[src/rtl/mat_inst_fetch_pkg.sv]
// Shared mat package: default instruction-memory geometry used by MatInstMem,
// MatControl and the fetch stage, plus the fetch FIFO entry layout.
package mat_inst_fetch_pkg;

    localparam int MAT_INST_MEM_SIZE       = 1024;
    localparam int MAT_INST_MEM_ADDR_SIZE  = 32;
    localparam int MAT_INST_MEM_WIDTH_SIZE = 128;
    localparam int MAT_FIFO_DEPTH          = 4;

    // One prefetched instruction together with the word index it came from.
    typedef struct packed {
        logic [MAT_INST_MEM_ADDR_SIZE-1:0]  addr;
        logic [MAT_INST_MEM_WIDTH_SIZE-1:0] inst;
    } MatFetchEntry_t;

endpackage

[src/rtl/mat_fetch_fifo.sv]
// mat_fetch_fifo: synchronous FIFO of fetch entries with flush.
//   clock, reset      rising-edge clock, asynchronous active-high reset
//   flush_i           empties the FIFO; overrides push and pop
//   push_i/wr_entry_i write an entry (accepted when not full, or full with pop)
//   pop_i             remove the head entry (ignored when empty)
//   head_o            head entry, read straight from storage registers
//   count_o           occupied entries; empty_o/full_o decoded from it
module mat_fetch_fifo
    import mat_inst_fetch_pkg::*;
#(
    parameter int  DEPTH   = MAT_FIFO_DEPTH,
    parameter type entry_t = MatFetchEntry_t,
    parameter int  COUNT_W = $clog2(DEPTH + 1)
) (
    input  logic               clock,
    input  logic               reset,
    input  logic               flush_i,
    input  logic               push_i,
    input  logic               pop_i,
    input  entry_t             wr_entry_i,
    output entry_t             head_o,
    output logic [COUNT_W-1:0] count_o,
    output logic               empty_o,
    output logic               full_o
);

    localparam int PTR_W = $clog2(DEPTH);

    entry_t             mem_q [DEPTH];
    logic [PTR_W-1:0]   wr_ptr_q, wr_ptr_d;
    logic [PTR_W-1:0]   rd_ptr_q, rd_ptr_d;
    logic [COUNT_W-1:0] count_q, count_d;
    logic               do_push_s;
    logic               do_pop_s;

    assign empty_o = (count_q == COUNT_W'(0));
    assign full_o  = (count_q == COUNT_W'(DEPTH));
    assign count_o = count_q;
    assign head_o  = mem_q[rd_ptr_q];

    // Qualify push/pop and compute next pointers and occupancy.
    always_comb begin
        do_pop_s  = pop_i & !empty_o & !flush_i;
        // A full FIFO still takes a write when the head leaves in the same cycle.
        do_push_s = push_i & !flush_i & (!full_o | do_pop_s);
        wr_ptr_d  = wr_ptr_q;
        rd_ptr_d  = rd_ptr_q;
        count_d   = count_q;
        if (flush_i) begin
            wr_ptr_d = '0;
            rd_ptr_d = '0;
            count_d  = '0;
        end else begin
            if (do_push_s) begin
                wr_ptr_d = wr_ptr_q + PTR_W'(1);
            end else begin
                wr_ptr_d = wr_ptr_q;
            end
            if (do_pop_s) begin
                rd_ptr_d = rd_ptr_q + PTR_W'(1);
            end else begin
                rd_ptr_d = rd_ptr_q;
            end
            case ({do_push_s, do_pop_s})
                2'b10:   count_d = count_q + COUNT_W'(1);
                2'b01:   count_d = count_q - COUNT_W'(1);
                default: count_d = count_q;
            endcase
        end
    end

    // Pointer and occupancy registers.
    always_ff @(posedge clock or posedge reset) begin
        if (reset) begin
            wr_ptr_q <= '0;
            rd_ptr_q <= '0;
            count_q  <= '0;
        end else begin
            wr_ptr_q <= wr_ptr_d;
            rd_ptr_q <= rd_ptr_d;
            count_q  <= count_d;
        end
    end

    // Entry storage; cleared on reset so the head reads zero afterwards.
    always_ff @(posedge clock or posedge reset) begin
        if (reset) begin
            for (int i = 0; i < DEPTH; i++) begin
                mem_q[i] <= '0;
            end
        end else if (do_push_s) begin
            mem_q[wr_ptr_q] <= wr_entry_i;
        end
    end

endmodule

[src/rtl/mat_inst_fetch.sv]
// mat_inst_fetch: instruction prefetch stage between MatInstMem and MatControl.
//   clock, reset          rising-edge clock, asynchronous active-high reset
//   inst_mem_read_addr    word index to MatInstMem (the fetch PC)
//   inst_mem_data_out     combinational read data for inst_mem_read_addr
//   inst_valid/ready/data/addr  head-of-FIFO handshake towards MatControl
//   redirect/redirect_addr      flush FIFO and load a new PC
//   halt                  level; stops new fetches, FIFO still drains
//   fifo_count            occupied prefetch entries
module mat_inst_fetch
    import mat_inst_fetch_pkg::*;
#(
    parameter int INST_MEM_SIZE       = MAT_INST_MEM_SIZE,
    parameter int INST_MEM_ADDR_SIZE  = MAT_INST_MEM_ADDR_SIZE,
    parameter int INST_MEM_WIDTH_SIZE = MAT_INST_MEM_WIDTH_SIZE,
    parameter int FIFO_DEPTH          = MAT_FIFO_DEPTH,
    parameter int COUNT_SIZE          = $clog2(FIFO_DEPTH + 1)
) (
    input  logic                           clock,
    input  logic                           reset,
    output logic [INST_MEM_ADDR_SIZE-1:0]  inst_mem_read_addr,
    input  logic [INST_MEM_WIDTH_SIZE-1:0] inst_mem_data_out,
    output logic                           inst_valid,
    input  logic                           inst_ready,
    output logic [INST_MEM_WIDTH_SIZE-1:0] inst_data,
    output logic [INST_MEM_ADDR_SIZE-1:0]  inst_addr,
    input  logic                           redirect,
    input  logic [INST_MEM_ADDR_SIZE-1:0]  redirect_addr,
    input  logic                           halt,
    output logic [COUNT_SIZE-1:0]          fifo_count
);

    // Local entry type so non-default widths still pack correctly.
    typedef struct packed {
        logic [INST_MEM_ADDR_SIZE-1:0]  addr;
        logic [INST_MEM_WIDTH_SIZE-1:0] inst;
    } fetch_entry_t;

    localparam logic [INST_MEM_ADDR_SIZE-1:0] PC_LAST = INST_MEM_ADDR_SIZE'(INST_MEM_SIZE - 1);

    logic [INST_MEM_ADDR_SIZE-1:0] pc_q, pc_d;
    logic                          push_s;
    logic                          pop_s;
    logic                          empty_s;
    logic                          full_s;
    fetch_entry_t                  wr_entry_s;
    fetch_entry_t                  head_s;

    assign inst_mem_read_addr = pc_q;
    assign inst_valid         = !empty_s;
    assign inst_data          = head_s.inst;
    assign inst_addr          = head_s.addr;
    assign wr_entry_s.addr    = pc_q;
    assign wr_entry_s.inst    = inst_mem_data_out;

    // Handshake and fetch decisions; redirect voids any pop and push.
    always_comb begin
        pop_s  = !empty_s & inst_ready & !redirect;
        push_s = !redirect & !halt & (!full_s | pop_s);
        pc_d   = pc_q;
        if (redirect) begin
            pc_d = redirect_addr;
        end else if (push_s) begin
            pc_d = (pc_q == PC_LAST) ? '0 : pc_q + INST_MEM_ADDR_SIZE'(1);
        end else begin
            pc_d = pc_q;
        end
    end

    // Fetch PC register.
    always_ff @(posedge clock or posedge reset) begin
        if (reset) begin
            pc_q <= '0;
        end else begin
            pc_q <= pc_d;
        end
    end

    mat_fetch_fifo #(
        .DEPTH   (FIFO_DEPTH),
        .entry_t (fetch_entry_t),
        .COUNT_W (COUNT_SIZE)
    ) u_fifo (
        .clock      (clock),
        .reset      (reset),
        .flush_i    (redirect),
        .push_i     (push_s),
        .pop_i      (pop_s),
        .wr_entry_i (wr_entry_s),
        .head_o     (head_s),
        .count_o    (fifo_count),
        .empty_o    (empty_s),
        .full_o     (full_s)
    );

endmodule

[config.mk]
export PLATFORM = sky130hd
export DESIGN_NAME = mat_inst_fetch
export DESIGN_NICKNAME = d
export VERILOG_FILES = /design/src/rtl/mat_inst_fetch_pkg.sv /design/src/rtl/mat_fetch_fifo.sv /design/src/rtl/mat_inst_fetch.sv
export SDC_FILE = /design/constraint.sdc
export NUM_CORES = 1
export LEC_CHECK = 0
export CORE_MARGIN = 3
export CORE_UTILIZATION = 60
export CTS_CLUSTER_DIAMETER = 40
export CTS_CLUSTER_SIZE = 8
export DETAILED_ROUTE_END_ITERATION = 12
export MAX_ROUTING_LAYER = met4
export PLACE_DENSITY = 0.84
export SYNTH_ARGS = -nofsm -noshare
export SYNTH_HDL_FRONTEND = slang
export SYNTH_SLANG_ARGS = --single-unit
[constraint.sdc]
create_clock -name clock -period 78 [get_ports clock]
set_input_delay 19.5 -clock clock [delete_from_list [all_inputs] [get_ports clock]]
set_output_delay 19.5 -clock clock [all_outputs]
set_load 0.005 [all_outputs]
==> impl_metrics.env, run 1 <==
export IMPL_ys_ff_latch=679
export IMPL_grt_max_degree=169
export IMPL_first_global_vias=20300
export IMPL_grt_setup_unrepaired="no"
export IMPL_die_h_um=236
export IMPL_worstMarginPinSlew_ps=1240
export IMPL_cts_tree="built"
export IMPL_yosys_area_share_simple_pct=2.23
export IMPL_synthAdderAreaFrac_pct=0.261
export IMPL_switching_share_pct=26.5
export IMPL_synth_mux_area_share_pct=39.0
export IMPL_nNetsFinal=2383
export IMPL_clock_path_buffers=3
export IMPL_synth_area_top_cells="dfrtp_1 54%, mux2_4 19%, mux4_2 11%"
export IMPL_p_leak_nw=16.6
export IMPL_relSlewSlack_pct=17.5
export IMPL_dr_total_vias=18000
export IMPL_whs_ps=501
export IMPL_dp_hpwl_um=44900
export IMPL_start_util_pct=61.2
export IMPL_skew_ps=14.6
export IMPL_fmax_mhz=41.9
export IMPL_cp_required_ps=58500
export IMPL_synth_edff_count=0
export IMPL_outcome="finished, final reports clean"
export IMPL_seqPwrFrac_pct=38.4
export IMPL_drt_iter0_drc=1155
export IMPL_finalPower_mw=1.50
export IMPL_finalWirelength_um=75500
export IMPL_ir_drop_uv=24.4
export IMPL_setup_viol=0
export IMPL_placed_cells=2781
export IMPL_cts_made_buffers=109
export IMPL_internal_power_mw=1.10
export IMPL_remaining_drc_errors=0
export IMPL_clock_power_share_pct=29.5
export IMPL_worstPathMaxFanout=42
export IMPL_finalCritPeriodShare_pct=30.6
export IMPL_setup_tns_ps=0
export IMPL_syn2layout_area_growth_pct=22.4
export IMPL_cts_resized=0
export IMPL_synth_compound_area_share_pct=1.07
export IMPL_drive_gt1_share_pct=43.8
export IMPL_antenna_found_initial=4
export IMPL_htree_levels=3
export IMPL_cts_hold_fix_buffers=0
export IMPL_min_period_ps=23850
export IMPL_synthArstFlopShare_pct=100
export IMPL_grt_pass1_wl_um=121000
export IMPL_synth_seq_area_share_pct=53.7
export IMPL_rows=83
export IMPL_boundaryPins=361
export IMPL_slew_violations=0
export IMPL_synth_nets=2026
export IMPL_yosysTopAreaCellShare_pct=53.7
export IMPL_worstSetupPathType="register to primary output"
export IMPL_cap_violations=0
export IMPL_yosysTopAreaCell="dfrtp_1"
export IMPL_clkSinkCount=679
export IMPL_gp_congestion=0.835
export IMPL_synth_area_mm2=0.0317
export IMPL_p_per_area_mw_per_mm2=38.7
export IMPL_hold_viol_final=0
export IMPL_postCtsSetupBuffers=0
export IMPL_cts_root_buf="clkbuf_16"
export IMPL_startpoint_type="register"
export IMPL_core_area_mm2=0.0517
export IMPL_hold_class="register to register"
export IMPL_grtUsageTotal_pct=28.5
export IMPL_vias_per_cell=6.11
export IMPL_clock_latency_ps=640
export IMPL_cp_arrival_ps=4350
export IMPL_post_drt_wl_per_cell_um=25.6
export IMPL_port_buffers=360
export IMPL_first_pass_iters=5
export IMPL_yosysUniqueCellTypes=50
export IMPL_crit_path_end_kind="primary output"
export IMPL_avgSynthCellArea_um2=17.1
export IMPL_power_switching_mw=0.397
export IMPL_design_die_area_mm2=0.0556
export IMPL_clkTransAtPathRegs_ps=50
export IMPL_syn_inst=1855
export IMPL_yosys_warnings=0
export IMPL_ys_flop_type="dfrtp_1"
export IMPL_utilization_pct=74.9
export IMPL_fin_cells=2951
export IMPL_postRouteAntennaNets=0
export IMPL_power_frac_comb_pct=32.2
export IMPL_grt_overflow_total=0
export IMPL_synth_top_family_by_area="multiplexers"
export IMPL_dieWidth_um=236
export IMPL_yosys_area_share_xor_xnor_pct=0.830
layer usage:
layer  track usage (%)  vias up  wire, um
met5                 -        -         0
met4              8.04        0      1830
met3              5.65      136      3970
met2              44.9      551     37600
met1              38.2     9764     32000
li1                  -     7579         -
power groups by stage:
stage / sequential (mW) / clock, mW / combinational (mW)
final: 0.575 / 0.442 / 0.482
after global placement: 0.562 / 0 / 0.470
after detailed placement: 0.574 / 0 / 0.481
after CTS: 0.573 / 0.448 / 0.488
after global routing: 0.589 / 0.466 / 0.510
after floorplan: 0.540 / 0 / 0.310
final cells by class:
cell class	instances	area, um2
multi-input cells	1029	13700
well taps	680	851
repair buffers	383	3800
clock buffers	143	3060
flip-flops and latches	679	17000
fillers	3002	13000
inverters	10	45.0
clock inverters	23	258
diodes	4	10.0
synthesized netlist by cell type, types with 4 or more instances:
cell,number
dfrtp_1,679
mux2_4,400
mux2_2,241
mux4_2,160
nand2_1,50
buf_6,48
clkbuf_1,42
o21ai_0,31
buf_2,28
xnor2_1,25
nor2_1,18
buf_1,17
nor4_1,13
nand4_1,10
nor3_1,10
inv_1,9
and2_1,7
nand3_1,6
and4_1,5
ha_1,5
xor2_1,5
a21oi_1,4
cells by family (layout without fill, tap and decap cells):
family / count (synthesis) / count (layout)
multiplexers: 802 / 802
flip-flops: 679 / 679
buffers and inverters: 147 / 559
AND/OR/NAND/NOR: 136 / 136
AO/OA/AOI/OAI: 55 / 55
XOR/XNOR: 30 / 30
adder cells (fa/ha/maj): 6 / 6
other: 0 / 4
cell usage in the layout (no fill, tap or decap), types with 4 or more instances in the layout:
cell type	netlist	routed
ha_1	5	5
and2_4	0	4
a21oi_1	4	4
xnor2_1	25	25
inv_1	9	8
nor2_1	18	18
diode_2	0	4
bufinv_16	0	4
nor3_1	10	10
nand2_1	50	50
o21ai_0	31	31
mux2_2	241	241
mux4_2	160	160
buf_4	0	21
clkdlybuf4s50_1	0	359
clkbuf_16	0	111
mux2_4	400	400
clkinv_2	0	9
clkbuf_1	42	16
xor2_1	5	5
nand4_1	10	10
dfrtp_1	679	677
nor4_1	13	13
and4_1	5	5
clkinvlp_4	0	5
clkbuf_8	0	16
nand3_1	6	6
critical path: stages, from the launching register on:
cell and delay [ps]:
dfrtp_4 940, buf_4 850, buf_4 760, mux4_2 580
clkdlybuf4s50_1 530
per-stage QoR:
step / instance area (um2) / worst slack (ps)
after floorplan: 31700 / 39470
after global placement: 35400 / 54680
after detailed placement: 35400 / 54690
after CTS: 38700 / 53990
after global routing: 38700 / 53770
final: 38700 / 54150
sequential cells by signal (all words and copies together), names as in the netlist:
signal and cells:
u_fifo.rd_ptr_q 2, u_fifo.count_o 3, u_fifo.wr_ptr_q 2, u_fifo.mem_q 640, inst_mem_read_addr 32
path summary, 6_finish.rpt:
check,startpoint,end,slack [ps],cells past startpoint
setup / recovery,u_fifo.rd_ptr_q[0],inst_data[41],54150,4
hold / removal,u_fifo.mem_q[385],u_fifo.mem_q[385],500,1
setup reg to reg,u_fifo.count_o[2],u_fifo.mem_q[72],74160,6
hold reg to reg,u_fifo.mem_q[385],u_fifo.mem_q[385],500,1
max in group asynchronous,reset,u_fifo.rd_ptr_q[1],56060,4
min in group asynchronous,reset,u_fifo.mem_q[321],19460,2
Note: power is estimated with default switching activity, not from simulation.
==> inputs of run 2 (changes only) <==
--- a/config.mk
+++ b/config.mk
@@ -6,12 +6,12 @@
 export NUM_CORES = 1
 export LEC_CHECK = 0
 export CORE_MARGIN = 3
-export CORE_UTILIZATION = 60
+export CORE_UTILIZATION = 57
 export CTS_CLUSTER_DIAMETER = 40
 export CTS_CLUSTER_SIZE = 8
 export DETAILED_ROUTE_END_ITERATION = 12
 export MAX_ROUTING_LAYER = met4
-export PLACE_DENSITY = 0.84
+export PLACE_DENSITY = 0.81
 export SYNTH_ARGS = -nofsm -noshare
 export SYNTH_HDL_FRONTEND = slang
 export SYNTH_SLANG_ARGS = --single-unit
==> constraint.sdc (replaced) <==
create_clock -name clock -period 22.8 [get_ports clock]
set_input_delay 5.7 -clock clock [delete_from_list [all_inputs] [get_ports clock]]
set_output_delay 5.7 -clock clock [all_outputs]
set_load 0.005 [all_outputs]
==> impl_metrics.env, run 2 (synthesis results as in run 1) <==
export IMPL_clock_latency_ps=630
export IMPL_max_flop_register="u_fifo.mem_q"
export IMPL_worstSetupPathType="register to primary output"
export IMPL_setup_viol=0
export IMPL_cp_required_ps=17100
export IMPL_dieWidth_um=242
export IMPL_rr_startpoint="u_fifo.count_o[2]"
export IMPL_setup_tns_ps=0
export IMPL_grt_max_degree=211
export IMPL_drt_iter0_drc=1205
export IMPL_placed_cells=2843
export IMPL_syn2layout_area_growth_pct=22.6
export IMPL_hold_class="register to register"
export IMPL_remaining_drc_errors=0
export IMPL_place_ws_ps=13220
export IMPL_mostFrequentLayoutCells="677 x dfrtp_1, 400 x mux2_4, 359 x clkdlybuf4s50_1"
export IMPL_crit_path_cell_trace="buf_4 -> buf_4 -> mux4_2 -> clkdlybuf4s50_1"
export IMPL_slowest_stage="buf_4"
export IMPL_min_delay_start="u_fifo.mem_q[72]"
export IMPL_core_area_mm2=0.0543
export IMPL_cap_violations=0
export IMPL_startpoint_type="register"
export IMPL_whs_ps=499
export IMPL_dp_hpwl_um=44700
export IMPL_grtUsageTotal_pct=26.4
export IMPL_setup_ws_ps=13080
export IMPL_grt_pass1_wl_um=119000
export IMPL_fin_cells=3010
export IMPL_min_to="u_fifo.mem_q[72]"
export IMPL_die_h_um=242
export IMPL_fmax_mhz=103
export IMPL_postCtsSetupBuffers=0
export IMPL_hold_viol_final=0
export IMPL_relSlewSlack_pct=21.4
export IMPL_r2r_cells=6
export IMPL_cp_arrival_ps=4020
export IMPL_drive_gt1_share_pct=43.7
export IMPL_cts_resized=0
export IMPL_p_leak_nw=16.6
export IMPL_nNetsFinal=2383
export IMPL_clkTransAtPathRegs_ps=50
export IMPL_worstPathMaxFanout=51
export IMPL_r2r_setup_slack_ps=18880
export IMPL_antenna_found_initial=13
export IMPL_cts_tree="built"
export IMPL_rows=85
export IMPL_cts_root_buf="clkbuf_16"
export IMPL_largest_register_ffs=640
export IMPL_postRouteAntennaNets=0
export IMPL_first_pass_iters=5
export IMPL_slowest_delay_ps=910
export IMPL_dr_total_vias=17900
export IMPL_p_per_area_mw_per_mm2=131
export IMPL_hold_path_depth=1
export IMPL_start_util_pct=58.3
export IMPL_gp_congestion=0.806
export IMPL_skew_ps=17.0
export IMPL_worstMarginPinSlew_ps=1180
export IMPL_slew_violations=0
export IMPL_min_period_ps=9720
export IMPL_finalCritPeriodShare_pct=42.6
export IMPL_cp_common_cell="buf_4"
export IMPL_htree_levels=3
export IMPL_first_global_vias=20100
export IMPL_grt_setup_unrepaired="no"
export IMPL_post_drt_wl_per_cell_um=24.5
export IMPL_clock_path_buffers=3
export IMPL_outcome="finished, final reports clean"
export IMPL_cts_made_buffers=106
export IMPL_clkSinkCount=679
export IMPL_port_buffers=360
export IMPL_ir_drop_uv=81.9
export IMPL_cts_hold_fix_buffers=0
export IMPL_vias_per_cell=5.93
export IMPL_boundaryPins=361
export IMPL_final_common_cell="dfrtp_1"
export IMPL_grt_overflow_total=0
export IMPL_finalWirelength_um=73600
export IMPL_crit_path_end_kind="primary output"
export IMPL_rr_endpoint="u_fifo.mem_q[525]"
export IMPL_design_die_area_mm2=0.0584
[run 2: changes by cell type in the layout (fill, tap and decap cells not counted), sizes merged]
cell / before / now
clkbuf: 143 / 132
diode: 4 / 14
clkinvlp: 5 / 3
buf: 24 / 27
clkinv: 11 / 13
inv: 13 / 8
bufinv: 4 / 7
[run 2: final cells by class]
type	instances	area (um2)
clock buffers	132	2940
repair buffers	386	3810
well taps	739	925
diodes	14	35.0
inverters	10	41.3
multi-input cells	1029	13700
flip-flops and latches	679	17000
fillers	3314	15500
clock inverters	21	333
[run 2: worst max-delay path: cells and delay by family, from the launching register on]
family	cells	cell delay (ps)
muxes	1	630
DFF	1	500
buffers and inverters	3	2190
[run 2: report_power, final]
part           switching (mW)  internal, mW  leakage, nW
logic                   0.518          1.14         6.53
registers               0.283          1.67         8.49
clock network           0.527         0.967         1.60
[run 2: stage by stage]
stage                     power, mW  util (%)  cell area, um2
after floorplan                2.91         -           31700
after global placement         3.53      65.3           35500
after detailed placement       3.60      65.3           35500
after CTS                      5.14      71.3           38800
after global routing           5.33      71.4           38800
final                          5.10      71.4           38800
[run 2: how the worst max path moves through the flow]
stage                        from  slack, ps                     to
6_report       u_fifo.rd_ptr_q[0]      13080          inst_data[65]
3_3_place_gp           inst_ready      13300      u_fifo.mem_q[533]
3_5_place_dp                reset      13220      u_fifo.mem_q[204]
4_1_cts        u_fifo.rd_ptr_q[0]      12890          inst_data[65]
5_1_grt        u_fifo.rd_ptr_q[0]      12750          inst_data[65]
2_1_floorplan               reset       7810  inst_mem_read_addr[0]
[run 2: metal layers]
| layer | vias up | global-route usage [%] | share of wire, % |
|---|---|---|---|
| li1 | 7574 | - | - |
| met1 | 9630 | 34.4 | 42 |
| met3 | 124 | 5.79 | 5.9 |
| met5 | - | - | 0 |
| met2 | 532 | 41.5 | 50 |
| met4 | 0 | 9.32 | 2.4 |
